<file path="src/rtl/clksw_pkg.sv">
// clksw_pkg: shared state encoding and source-select constants for the clock-switch sequencer.
package clksw_pkg;

    typedef enum logic [2:0] {
        IDLE,
        CHECK,
        SWITCH,
        DONE,
        ERR
    } state_t;

    localparam logic SRC_A = 1'b0;
    localparam logic SRC_B = 1'b1;

endpackage

</file>
<file path="src/rtl/clksw_tog_sync.sv">
// clksw_tog_sync: synchronizes an asynchronous divider toggle into clk and flags either-polarity edges.
module clksw_tog_sync #(
    parameter int SYNC_STAGES = 2
) (
    input  logic clk,
    input  logic rst,
    input  logic tog,
    output logic tog_edge
);

    logic [SYNC_STAGES-1:0] sync;
    logic                   hist;

    always_ff @(posedge clk or posedge rst) begin
        if (rst) begin
            sync <= '0;
            hist <= 1'b0;
        end else begin
            sync <= {sync[SYNC_STAGES-2:0], tog};
            hist <= sync[SYNC_STAGES-1];
        end
    end

    assign tog_edge = sync[SYNC_STAGES-1] ^ hist;

endmodule

</file>
<file path="src/rtl/clksw_ctl.sv">
// clksw_ctl: request/check/switch/settle sequencer owning the glitchless mux sel.
// Define CLKSW_ALIVE_CHK_EN to verify target-source activity before switching.
module clksw_ctl
    import clksw_pkg::*;
#(
    parameter int SYNC_STAGES = 2,
    parameter int SETTLE_CYC  = 16,
    parameter int ACT_WIN     = 64,
    parameter int CNT_W       = 8
) (
    input  logic clk,
    input  logic rst,
    input  logic sw_req,
    input  logic sw_tgt,
    output logic sw_rdy,
    output logic sw_done,
    output logic sw_err,
    output logic sel,
    input  logic a_tog,
    input  logic b_tog
);

    if (SYNC_STAGES < 2 || (1 << CNT_W) < SETTLE_CYC || (1 << CNT_W) < ACT_WIN) begin : g_bad_cfg
        $error("clksw_ctl: SYNC_STAGES must be >= 2 and CNT_W must cover SETTLE_CYC and ACT_WIN");
    end

    localparam logic [CNT_W-1:0] SETTLE_END = CNT_W'(SETTLE_CYC - 1);

    state_t           state, state_nx;
    logic [CNT_W-1:0] cnt, cnt_nx, cnt_inc;
    logic             sel_nx, done_nx;

    assign cnt_inc = (cnt == '1) ? cnt : cnt + CNT_W'(1);
    assign sw_rdy  = (state == IDLE);

`ifdef CLKSW_ALIVE_CHK_EN
    localparam logic [CNT_W-1:0] ACT_END = CNT_W'(ACT_WIN - 1);

    logic a_edge, b_edge, tgt_edge, tgt, tgt_nx, err_nx;

    clksw_tog_sync #(.SYNC_STAGES(SYNC_STAGES)) u_a_sync (
        .clk(clk), .rst(rst), .tog(a_tog), .tog_edge(a_edge)
    );

    clksw_tog_sync #(.SYNC_STAGES(SYNC_STAGES)) u_b_sync (
        .clk(clk), .rst(rst), .tog(b_tog), .tog_edge(b_edge)
    );

    // Only the requested source's activity matters; the other may be idle or gated.
    assign tgt_edge = (tgt == SRC_B) ? b_edge : a_edge;

    always_ff @(posedge clk or posedge rst) begin
        if (rst) begin
            tgt    <= SRC_A;
            sw_err <= 1'b0;
        end else begin
            tgt    <= tgt_nx;
            sw_err <= err_nx;
        end
    end
`else
    logic unused_tog;

    assign unused_tog = a_tog ^ b_tog;
    assign sw_err     = 1'b0;
`endif

    always_ff @(posedge clk or posedge rst) begin
        if (rst) begin
            state   <= IDLE;
            cnt     <= '0;
            sel     <= SRC_A;
            sw_done <= 1'b0;
        end else begin
            state   <= state_nx;
            cnt     <= cnt_nx;
            sel     <= sel_nx;
            sw_done <= done_nx;
        end
    end

    always_comb begin
        state_nx = state;
        cnt_nx   = cnt_inc;
        sel_nx   = sel;
        done_nx  = 1'b0;
`ifdef CLKSW_ALIVE_CHK_EN
        tgt_nx   = tgt;
        err_nx   = 1'b0;
`endif
        case (state)
            IDLE: begin
                cnt_nx = '0;
                if (sw_req) begin
`ifdef CLKSW_ALIVE_CHK_EN
                    tgt_nx   = sw_tgt;
                    state_nx = (sw_tgt == sel) ? DONE : CHECK;
`else
                    state_nx = (sw_tgt == sel) ? DONE : SWITCH;
                    sel_nx   = sw_tgt;
`endif
                end
            end
`ifdef CLKSW_ALIVE_CHK_EN
            // An edge in the final window cycle still counts.
            CHECK: begin
                if (tgt_edge) begin
                    state_nx = SWITCH;
                    sel_nx   = tgt;
                    cnt_nx   = '0;
                end else if (cnt == ACT_END) begin
                    state_nx = ERR;
                end
            end
            ERR: begin
                err_nx   = 1'b1;
                state_nx = IDLE;
            end
`endif
            SWITCH: state_nx = (cnt == SETTLE_END) ? DONE : SWITCH;
            DONE: begin
                done_nx  = 1'b1;
                state_nx = IDLE;
            end
            default: state_nx = IDLE;
        endcase
    end

endmodule

</file>
<file path="config.mk">
export PLATFORM = sky130hd
export DESIGN_NAME = clksw_ctl
export DESIGN_NICKNAME = d
export VERILOG_FILES = /design/src/rtl/clksw_pkg.sv /design/src/rtl/clksw_tog_sync.sv /design/src/rtl/clksw_ctl.sv
export SDC_FILE = /design/constraint.sdc
export NUM_CORES = 1
export LEC_CHECK = 0
export CORE_UTILIZATION = 40
export CTS_CLUSTER_SIZE = 16
export DETAILED_ROUTE_END_ITERATION = 12
export DONT_BUFFER_PORTS = 1
export PLACE_DENSITY_LB_ADDON = 0.12
export RECOVER_POWER = 50
export REMOVE_ABC_BUFFERS = 1
export SETUP_SLACK_MARGIN = 0.5
export SLEW_MARGIN = 20
export SYNTH_ARGS = -nofsm -noshare
export SYNTH_HDL_FRONTEND = slang
export SYNTH_SLANG_ARGS = --single-unit
</file>
<file path="constraint.sdc">
create_clock -name clk -period 1.9 [get_ports clk]
set_input_delay 0.095 -clock clk [delete_from_list [all_inputs] [get_ports clk]]
set_output_delay 0.095 -clock clk [all_outputs]
set_load 0.01 [all_outputs]
</file>
# Yosys cells after proc, flatten, opt, wreduce, memory -nomap -nowiden
# Index checks and enable logic that the tools add are counted.
word_totals:
  regBits: 13
  latch_bits: 0
  ram_bits: 0
  mem_bits_ro: 0
  in_bits: 6
  output_inout_bits: 4
  wordCells: 21
  mem_count: 0
op_classes:
  add_sub_neg: 1
  n_mul: 0
  div_mod_pow: 0
  magnitude_cmp: 0
  eq_ne: 7
  shift: 0
  muxes: 7
  bitwise_logic: 0
  reduce_logical: 2
ops:
  columns: ["op", "count"]
  rows:
  - ["8-bit two-way mux", 2]
  - ["8-bit by 1-bit adder with 8-bit output (second input constant)", 1]
  - ["8-bit by 4-bit equality test with 1-bit output (second input constant)", 1]
  - ["8-bit equality test (second input constant)", 1]
  - ["3-bit by 2-bit equality test with 1-bit output (second input constant)", 2]
  - ["3-bit case mux with 2 select lines", 1]
  - ["2-bit inequality test (second input constant)", 2]
  - ["3-bit logical NOT", 1]
  - ["1-bit two-way mux", 3]
  - ["3-bit two-way mux", 1]
  - ["2-bit AND reduction", 1]
  - ["1-bit equality test", 1]

# Logic depth before layout (Yosys ltp)
# Gate-level depths: netlist of the first run.
depth:
  depth_word: 4
  depth_mapped: 5

# Worst setup path after synthesis of the first run
# OpenSTA, ideal clock, no wires.
synth_timing:
  path_type: "flip-flop to flip-flop"
  start: "reg cnt[0]"
  end: "reg cnt[5]"
  setup_time_ns: 0.128
  t_arrival_ns: 1.308
  setup_slack_ns: 0.464
  stages_incl_launch_ff: 6
  synth_period_minus_slack_ns: 1.436
  cell_sequence: "dfrtp_1 ha_1 and3_1 buf_2 nor4bb_1 nor3_1"
synth_between:
  elab_chain_cells: 3
  elab_cells_between_ends: 5
  classes_between: "add/sub (1); eq/ne (2); mux (2)"
synth_rtl:
  columns: ["element", "line_no", "source"]
  rows:
  - ["start, declared", "clksw_ctl.sv:30", "logic [CNT_W-1:0] cnt, cnt_nx, cnt_inc;"]
  - ["start signal, assigned", "clksw_ctl.sv:76", "cnt <= cnt_nx;"]
  - ["8-bit by 1-bit adder with 8-bit output", "clksw_ctl.sv:33", "assign cnt_inc = (cnt == '1) ? cnt : cnt + CNT_W'(1);"]
  - ["8-bit two-way mux", "clksw_ctl.sv:33", null]
  - ["8-bit two-way mux", "clksw_ctl.sv:91", "case (state)"]
# Parallel ways exist; a longest one is shown, timed or not. The select of a mux whose other input is x is not followed.
# A chain may end at the register's enable or synchronous reset.

# Worst setup path after layout of the first run
# Same ends and word-level chain as after synthesis.

==> results.yml, run 1 <==
run_status:
  status: "completed"
min_path:
  min_delay_path_depth: 2
  hold_class: "in -> reg"
  min_from: "sw_req"
  whs_endpoint: "sel"
die:
  initial_core_util_pct: 45.5
  die_w_um: 41.4
  core_area_um2: 1370
  ios: 10
  num_rows: 13
  die-area_um2: 1720
  die_y_um: 41.4
power_and_ir_drop:
  p_total_mw: 1.04
  power_frac_comb_pct: 37.2
  internal_power_uw: 656
  switchingPower_uw: 385
  ir_worst_vdd_v: 0.000801
  clockPowerShare_pct: 18.9
  leakage_nw: 0.323
  power_per_cell_area_nw_per_um2: 1460
  sw_frac_of_total_pct: 37.0
  p_seq_share_pct: 43.9
setup_path:
  reg2reg_from: "cnt[0]"
  rrSetupSlack_ns: 0.59
  worstPathMaxFanout: 7
  startpoint: "cnt[0]"
  cp.required_ns: 2.05
  critPathArrivalTime_ns: 1.47
  critPathKind: "reg -> reg"
  reg2reg_depth: 4
  cp-end-kind: "flip-flop"
  rr_endpoint: "cnt[5]"
  cp-start-kind: "flip-flop"
place:
  dp_hpwl_um: 779
  placed_area_um2: 617
  place_ws_ns: 0.368
  dp.cells: 71
  gp_congestion: 0.718
  portBuffers: 0
synthesis:
  post-synth-top-area-cell: "dfrtp_1"
  synth_edf_count: 0
  synthesis.instances: 59
  yosysTopAreaCellShare_pct: 48.3
  synthFlopType: "dfrtp_1"
  yosys_warnings: 0
  async_flop_share_pct: 100
  synth_common_cells: "12 x dfrtp_1, 4 x a31oi_1, 4 x nand2_1, 4 x nor3_1, 3 x a21oi_1"
  ys_types: 33
  yosysMostFrequentCell: "dfrtp_1"
  ys_ff_latch: 12
  syn_avg_cell_area_um2: 10.5
  ys_top_cells_by_area: "dfrtp_1 48%, a31oi_1 4.0%, nor3_1 3.2%, a21oi_1 2.4%, a311oi_2 2.4%"
  yosysSeqAreaShare_pct: 48.3
  syn_area_um2: 622
clock_network:
  cts_root_buf: "clkbuf_4"
  cts_buffers: 3
  cts_tree: "yes"
  clk_path_buf_depth: 2
  cts.sinks: 12
  path_clk_slew_ns: 0.07
  cts_max_level: 1
  clk_latency_ns: 0.27
global_route:
  grt_pass1_wl_mm: 1.88
  grtUsageTotal_pct: 14.9
  gr-total-overflow: 0
  grt_pass1_vias: 394
  grt_max_degree: 13
  antenna_found_initial: 0
routing:
  drc: 0
  via_per_inst: 5.64
  ant_nets: 0
  drt-wirelength-per-cell_um: 14.4
  first_iter_violations: 5
  drt_wl_total_mm: 1.15
  vias: 451
  dr.pass1.iters: 4
sta:
  hold_viol: 0
  worst_slack_ns: 0.588
  timing.hold.ws_ns: 0.0415
  period_minus_slack_ns: 1.31
  fin_setup_tns_ns: 0
  max_freq_mhz: 762
  fin_crit_sh_pct: 69.1
  skew_ns: 0.00410
  finalSetupViolations: 0
  slew_viol_final: 0
  rsz0062_at_grt: "false"
layout:
  utilization_pct: 52.2
  areaGrowthSynthToFinish_pct: 14.7
  fin_cells: 80
  drive_above_1_share_pct: 29.2
  num_antenna_cells: 0
  nNetsFinal: 73
  fin_area_um2: 713
flow_run:
  maxCapViolations: 0
==> cell families after synthesis <==
group / count (synthesis) / synth area share, %
AND/OR/NAND/NOR: 24 / 23.3
other: 1 / 0.603
adder cells (fa/ha/maj): 1 / 2.01
buffers and inverters: 5 / 5.83
XOR/XNOR: 1 / 1.41
AO/OA/AOI/OAI: 13 / 14.5
multiplexers: 2 / 4.02
flip-flops: 12 / 48.3
==> power by group through the flow <==
stage                     Combinational, mW  Clock (mW)  Sequential (mW)
after CTS                             0.388       0.203            0.455
after global placement                0.312           0            0.478
after global routing                  0.437       0.218            0.469
after detailed placement              0.319           0            0.481
final                                 0.387       0.197            0.457
after floorplan                       0.266           0            0.449
==> timing repair <==
action | CTS | global route
hold buffers | 3 | 0
gates resized for setup | 3 | 2
buffers inserted | 2 | 0
endpoints found under the setup margin | 5 | 1
hold endpoints to repair | 14 | 0
pin swaps | 1 | 0
==> routing by layer <==
layer | wire [um] | global-route usage (%) | vias up
li1 | - | - | 230
met1 | 550 | 18.6 | 212
met2 | 539 | 22.5 | 7
met3 | 50 | 7.83 | 2
met4 | 9 | 3.87 | 0
met5 | 0 | 0 | -
==> state kept, by name, indices dropped and copies added, names as in the netlist <==
name,cells
cnt,8
sw_done,1
sel,1
state,2
==> worst max path at each step <==
stage | endpoint | slack (ns) | cells after the start
floorplan | cnt[5] | 0.53 | 4
global placement | cnt[5] | 0.38 | 4
detailed placement | cnt[5] | 0.37 | 4
CTS | cnt[5] | 0.52 | 4
global route | cnt[5] | 0.53 | 4
finish | cnt[5] | 0.59 | 4
==> final cells by class <==
type,count,area (um^2)
repair buffers,5,45.0
inverters,2,12.5
multi-input cells,42,299
fillers,134,653
clock buffers,4,36.3
flip-flops and latches,12,302
well taps,15,18.8
==> layout by cell type (no fill, tap or decap), types with 2 or more instances in the layout <==
cell and n:
nor3_1 4, dfrtp_1 11, a21oi_1 3, o21ai_0 2, nor2_1 2, and3_2 2
buf_4 2, a31oi_1 4, nand2_1 4, dlygate4sd3_1 3, clkbuf_4 3
==> critical path: stages (launching register included) <==
cell and delay [ns]:
dfrtp_2 0.41, ha_2 0.23, and3_4 0.22, nor4bb_2 0.25, nor3_1 0.09
No activity file was read; power rests on OpenSTA's default activity.
==> inputs of run 2 (changes only) <==
==> constraint.sdc (replaced) <==
create_clock -name clk -period 1.25 [get_ports clk]
set_input_delay 0.0625 -clock clk [delete_from_list [all_inputs] [get_ports clk]]
set_output_delay 0.0625 -clock clk [all_outputs]
set_load 0.01 [all_outputs]
==> run 2 against run 1 <==
Effect of this change:
- via count rose by 17%
- register-to-register slack worse by 0.59 ns
- die area unchanged
- worst setup slack worse by 0.59 ns
- hold slack improved by 0.012 ns
- largest power group is now combinational cells
==> results.yml, run 2 (synthesized netlist as in run 1, its figures left out) <==
flow_run:
  maxCapViolations: 0
global_route:
  grt_pass1_wl_mm: 2.36
  antenna_found_initial: 0
  gr-total-overflow: 0
  grt_pass1_vias: 503
  grt_max_degree: 13
  grtUsageTotal_pct: 18.9
setup_path:
  cp-end-kind: "flip-flop"
  rrSetupSlack_ns: 0.0007
  cp-start-kind: "flip-flop"
  worstPathMaxFanout: 5
  critPathArrivalTime_ns: 1.43
  reg2reg_depth: 4
  critPathKind: "reg -> reg"
  cp.required_ns: 1.43
  reg2reg_from: "cnt[1]"
  rr_endpoint: "cnt[5]"
layout:
  nNetsFinal: 88
  areaGrowthSynthToFinish_pct: 45.1
  drive_above_1_share_pct: 52.5
  final_common_cell: "buf_4"
  largest_reg_flops: 8
  fillers: 111
  final_cell_mix: "12 x buf_4, 11 x dfrtp_1, 4 x a31oi_1, 4 x buf_6"
  fin_cells: 95
  top_register: "cnt"
  largestRegisters: "cnt: 8 flops, state: 2 flops"
  multi_input_area_um2: 353
  final-seq-area_um2: 302
  fin_area_um2: 902
  num_antenna_cells: 0
  utilization_pct: 66.0
die:
  die_y_um: 41.4
  initial_core_util_pct: 45.5
  core_area_um2: 1370
  ios: 10
  die-area_um2: 1720
  die_w_um: 41.4
  num_rows: 13
power_and_ir_drop:
  p_seq_share_pct: 32.7
  p_total_mw: 2.04
  ir_worst_vdd_v: 0.00162
  leakage_nw: 0.437
  internal_power_mw: 1.30
  power_frac_comb_pct: 51.5
  sw_frac_of_total_pct: 36.3
  clockPowerShare_pct: 15.9
  switchingPower_uw: 741
  power_per_cell_area_nw_per_um2: 2260
routing:
  drt-wirelength-per-cell_um: 15.4
  via_per_inst: 5.55
  drt_wl_total_mm: 1.46
  ant_nets: 0
  drc: 0
  vias: 527
  first_iter_violations: 9
  dr.pass1.iters: 4
min_path:
  whs_endpoint: "state[0]"
  min_from: "sw_tgt"
  min_delay_path_depth: 3
  hold_class: "in -> reg"
clock_network:
  cts.sinks: 12
  path_clk_slew_ns: 0.08
  cts_buffers: 3
  cts_max_level: 1
  clk_path_buf_depth: 2
  cts_root_buf: "clkbuf_4"
  cts_tree: "yes"
  clk_latency_ns: 0.29
sta:
  finalSetupViolations: 0
  fin_crit_sh_pct: 99.9
  rsz0062_at_grt: "true"
  skew_ns: 0.0110
  hold_viol: 0
  period_minus_slack_ns: 1.25
  worst_slack_ns: 0.000709
  fin_setup_tns_ns: 0
  timing.hold.ws_ns: 0.0536
  max_freq_mhz: 800
  slew_viol_final: 0
place:
  dp_hpwl_um: 854
  place_ws_ns: -0.115
  dp.cells: 80
  gp_congestion: 0.773
  placed_area_um2: 684
  portBuffers: 0
run_status:
  status: "completed"
-- run 2: cell count changes in the layout (fill, tap and decap cells not counted), moves of 2 or more --
cell     before  now
buf_6         0    4
nor2_1        2    0
a21oi_1       3    1
buf_4         2   12
a21oi_2       1    3
nand2_4       0    2
-- run 2: layer usage --
layer	GRT usage, %	part of all wire, %	wire [um]	vias up
met5	0	0	0	-
met4	9.68	2.3	33	0
met3	7.83	3.4	50	5
met2	27.2	44	651	6
met1	24.0	50	728	258
li1	-	-	-	258
-- run 2: timing repair --
item / CTS / global route
setup endpoints to repair: 14 / 15
setup buffers: 5 / 3
resized for setup: 14 / 13
hold buffers: 3 / 0
pin swaps: 6 / 9
endpoints found under the hold margin: 15 / 0
-- run 2: cell type report --
| cell class | count | share of cell area [%] |
|---|---|---|
| tap | 15 | 2.08 |
| sequential | 12 | 33.4 |
| multi-input combinational | 42 | 39.1 |
| inverter | 2 | 1.39 |
| timing repair buffer | 20 | 20.0 |
| clock buffer | 4 | 4.02 |
-- run 2: worst max-delay path by stage --
stage                   to  slack, ns  startpoint
global placement    cnt[5]      -0.11      cnt[0]
finish              cnt[5]     0.0007      cnt[1]
detailed placement  cnt[5]      -0.11      cnt[0]
CTS                 cnt[5]       0.02      cnt[0]
global route        cnt[5]      -0.05      cnt[1]
floorplan           cnt[5]      -0.12      cnt[0]
-- run 2: worst max-delay path, stage by stage (launching register included) --
cell and delay, ns:
dfrtp_1 0.41, ha_4 0.18, and3_4 0.19, nor4bb_1 0.27, nor3_1 0.09
-- run 2: power by group through the flow --
stage / Sequential, mW / Clock [mW] / Combinational, mW
6_report: 0.668 / 0.324 / 1.05
5_1_grt: 0.685 / 0.341 / 1.17
4_1_cts: 0.663 / 0.327 / 0.938
3_5_place_dp: 0.655 / 0 / 0.749
3_3_place_gp: 0.649 / 0 / 0.736
2_1_floorplan: 0.683 / 0 / 0.405
==> inputs of run 3 (changes only) <==
--- a/config.mk
+++ b/config.mk
@@ -5,6 +5,7 @@
 export SDC_FILE = /design/constraint.sdc
 export NUM_CORES = 1
 export LEC_CHECK = 0
+export ABC_CLOCK_PERIOD_IN_PS = 1310
 export CORE_UTILIZATION = 40
 export CTS_CLUSTER_SIZE = 16
 export DETAILED_ROUTE_END_ITERATION = 12
==> constraint.sdc (replaced) <==
create_clock -name clk -period 1.31 [get_ports clk]
set_input_delay 0.0655 -clock clk [delete_from_list [all_inputs] [get_ports clk]]
set_output_delay 0.0655 -clock clk [all_outputs]
set_load 0.01 [all_outputs]
==> run 3 against run 2 <==
Effect of this change:
- global-route usage decreased by 0.77 points
- clock power decreased by 3%
- routed wire length increased by 1.4%
- combinational power about the same
- clock skew decreased by 0.0046 ns
- critical path type unchanged
==> results.yml, run 3 (synthesized netlist as in run 1, its figures left out) <==
die:
  die_w_um: 41.4
  die-area_um2: 1720
  initial_core_util_pct: 45.5
  num_rows: 13
  core_area_um2: 1370
  die_y_um: 41.4
  ios: 10
layout:
  drive_above_1_share_pct: 48.1
  largestRegisters: "cnt: 8 flops, state: 2 flops"
  fillers: 107
  largest_reg_flops: 8
  final_common_cell: "dfrtp_1"
  top_register: "cnt"
  multi_input_area_um2: 352
  nNetsFinal: 89
  utilization_pct: 67.1
  areaGrowthSynthToFinish_pct: 47.5
  final_cell_mix: "12 x dfrtp_1, 10 x buf_4, 6 x buf_6"
  num_antenna_cells: 0
  final-seq-area_um2: 300
routing:
  drt-wirelength-per-cell_um: 15.5
  vias: 531
  via_per_inst: 5.53
  ant_nets: 0
  drt_wl_total_mm: 1.48
  first_iter_violations: 9
  dr.pass1.iters: 4
  drc: 0
clock_network:
  cts_root_buf: "clkbuf_4"
  path_clk_slew_ns: 0.09
  cts_buffers: 3
  cts_max_level: 1
  cts.sinks: 12
  clk_latency_ns: 0.28
  clk_path_buf_depth: 2
  cts_tree: "yes"
global_route:
  grt_pass1_vias: 475
  grtUsageTotal_pct: 18.1
  grt_pass1_wl_mm: 2.30
  antenna_found_initial: 0
  gr-total-overflow: 0
  grt_max_degree: 13
run_status:
  status: "completed"
place:
  gp_congestion: 0.747
  dp_hpwl_um: 841
  place_ws_ns: -0.0923
  portBuffers: 0
setup_path:
  cp.required_ns: 1.48
  rrSetupSlack_ns: 0.01
  cp-start-kind: "flip-flop"
  cp-end-kind: "flip-flop"
  critPathKind: "reg -> reg"
  critPathArrivalTime_ns: 1.47
  worstPathMaxFanout: 6
power_and_ir_drop:
  leakage_nw: 0.432
  power_frac_comb_pct: 51.6
  internal_power_mw: 1.27
  p_seq_share_pct: 32.6
  sw_frac_of_total_pct: 36.0
  power_per_cell_area_nw_per_um2: 2160
  switchingPower_uw: 715
  ir_worst_vdd_v: 0.00135
  clockPowerShare_pct: 15.8
sta:
  finalSetupViolations: 0
  worst_slack_ns: 0.0108
  fin_crit_sh_pct: 99.2
  rsz0062_at_grt: "true"
  hold_viol: 0
  skew_ns: 0.00635
  max_freq_mhz: 770
  slew_viol_final: 0
  period_minus_slack_ns: 1.30
min_path:
  hold_class: "in -> reg"
flow_run:
  maxCapViolations: 0
run 3: cell count changes in the layout (fill, tap and decap cells not counted), sizes merged:
cell / delta
dlygate4sd3: +1
run 3: path summary, 6_finish.rpt:
| path | start | end | depth (start not counted) |
|---|---|---|---|
| worst min register to register | cnt[2] | cnt[2] | 2 |
| max in group asynchronous | rst | cnt[0] | 2 |
| worst max-delay path | cnt[1] | cnt[5] | 4 |
| worst min-delay path | sw_tgt | state[0] | 3 |
| min in group asynchronous | rst | sw_done | 2 |
| worst max register to register | cnt[1] | cnt[5] | 4 |
run 3: power groups by stage:
stage / Combinational [mW] / Clock [mW] / Sequential [mW]
floorplan: 0.386 / 0 / 0.652
global placement: 0.653 / 0 / 0.635
detailed placement: 0.661 / 0 / 0.637
CTS: 0.836 / 0.314 / 0.631
global route: 1.13 / 0.337 / 0.656
finish: 1.02 / 0.313 / 0.646
run 3: metal layers:
layer / global-route usage [%] / share of wire, % / up-vias
li1: - / - / 260
met1: 24.7 / 48 / 254
met2: 26.6 / 47 / 15
met3: 3.91 / 3.6 / 2
met4: 9.68 / 0.74 / 0
met5: 0 / 0 / -
run 3: layout make-up:
| cell class | count | share of cell area [%] |
|---|---|---|
| Timing Repair Buffer | 21 | 21.6 |
| Multi-Input combinational cell | 42 | 38.3 |
| Clock buffer | 4 | 3.96 |
| Inverter | 2 | 1.36 |
| Tap cell | 15 | 2.05 |
| Sequential cell | 12 | 32.7 |
run 3: metrics by stage:
| stage | setup TNS (ns) | power, mW | cells | hold WS (ns) | cell area (um^2) |
|---|---|---|---|---|---|
| finish | 0 | 1.98 | 96 | 0.0555 | 917 |
| global route | -0.0354 | 2.12 | 96 | 0.107 | 917 |
| CTS | 0 | 1.78 | 90 | 0.00449 | 817 |
| detailed placement | -0.0923 | 1.30 | 79 | -0.00578 | 677 |
| global placement | -0.0444 | 1.29 | 79 | -0.00891 | 677 |
| floorplan | -0.0586 | 1.04 | 56 | -0.0698 | 598 |
run 3: critical path, cell delays in order, from the launching register on:
cell	delay (ns)
dfrtp_1	0.42
ha_4	0.18
and3_4	0.21
nor4bb_4	0.31
nor3_2	0.06
run 3: what timing repair did:
item	4_1_cts	5_1_grt
hold buffers	3	1
setup endpoints to repair	11	14
gates resized for setup	11	14
endpoints found under the hold margin	15	1
setup buffers	4	5
pin swaps	8	9
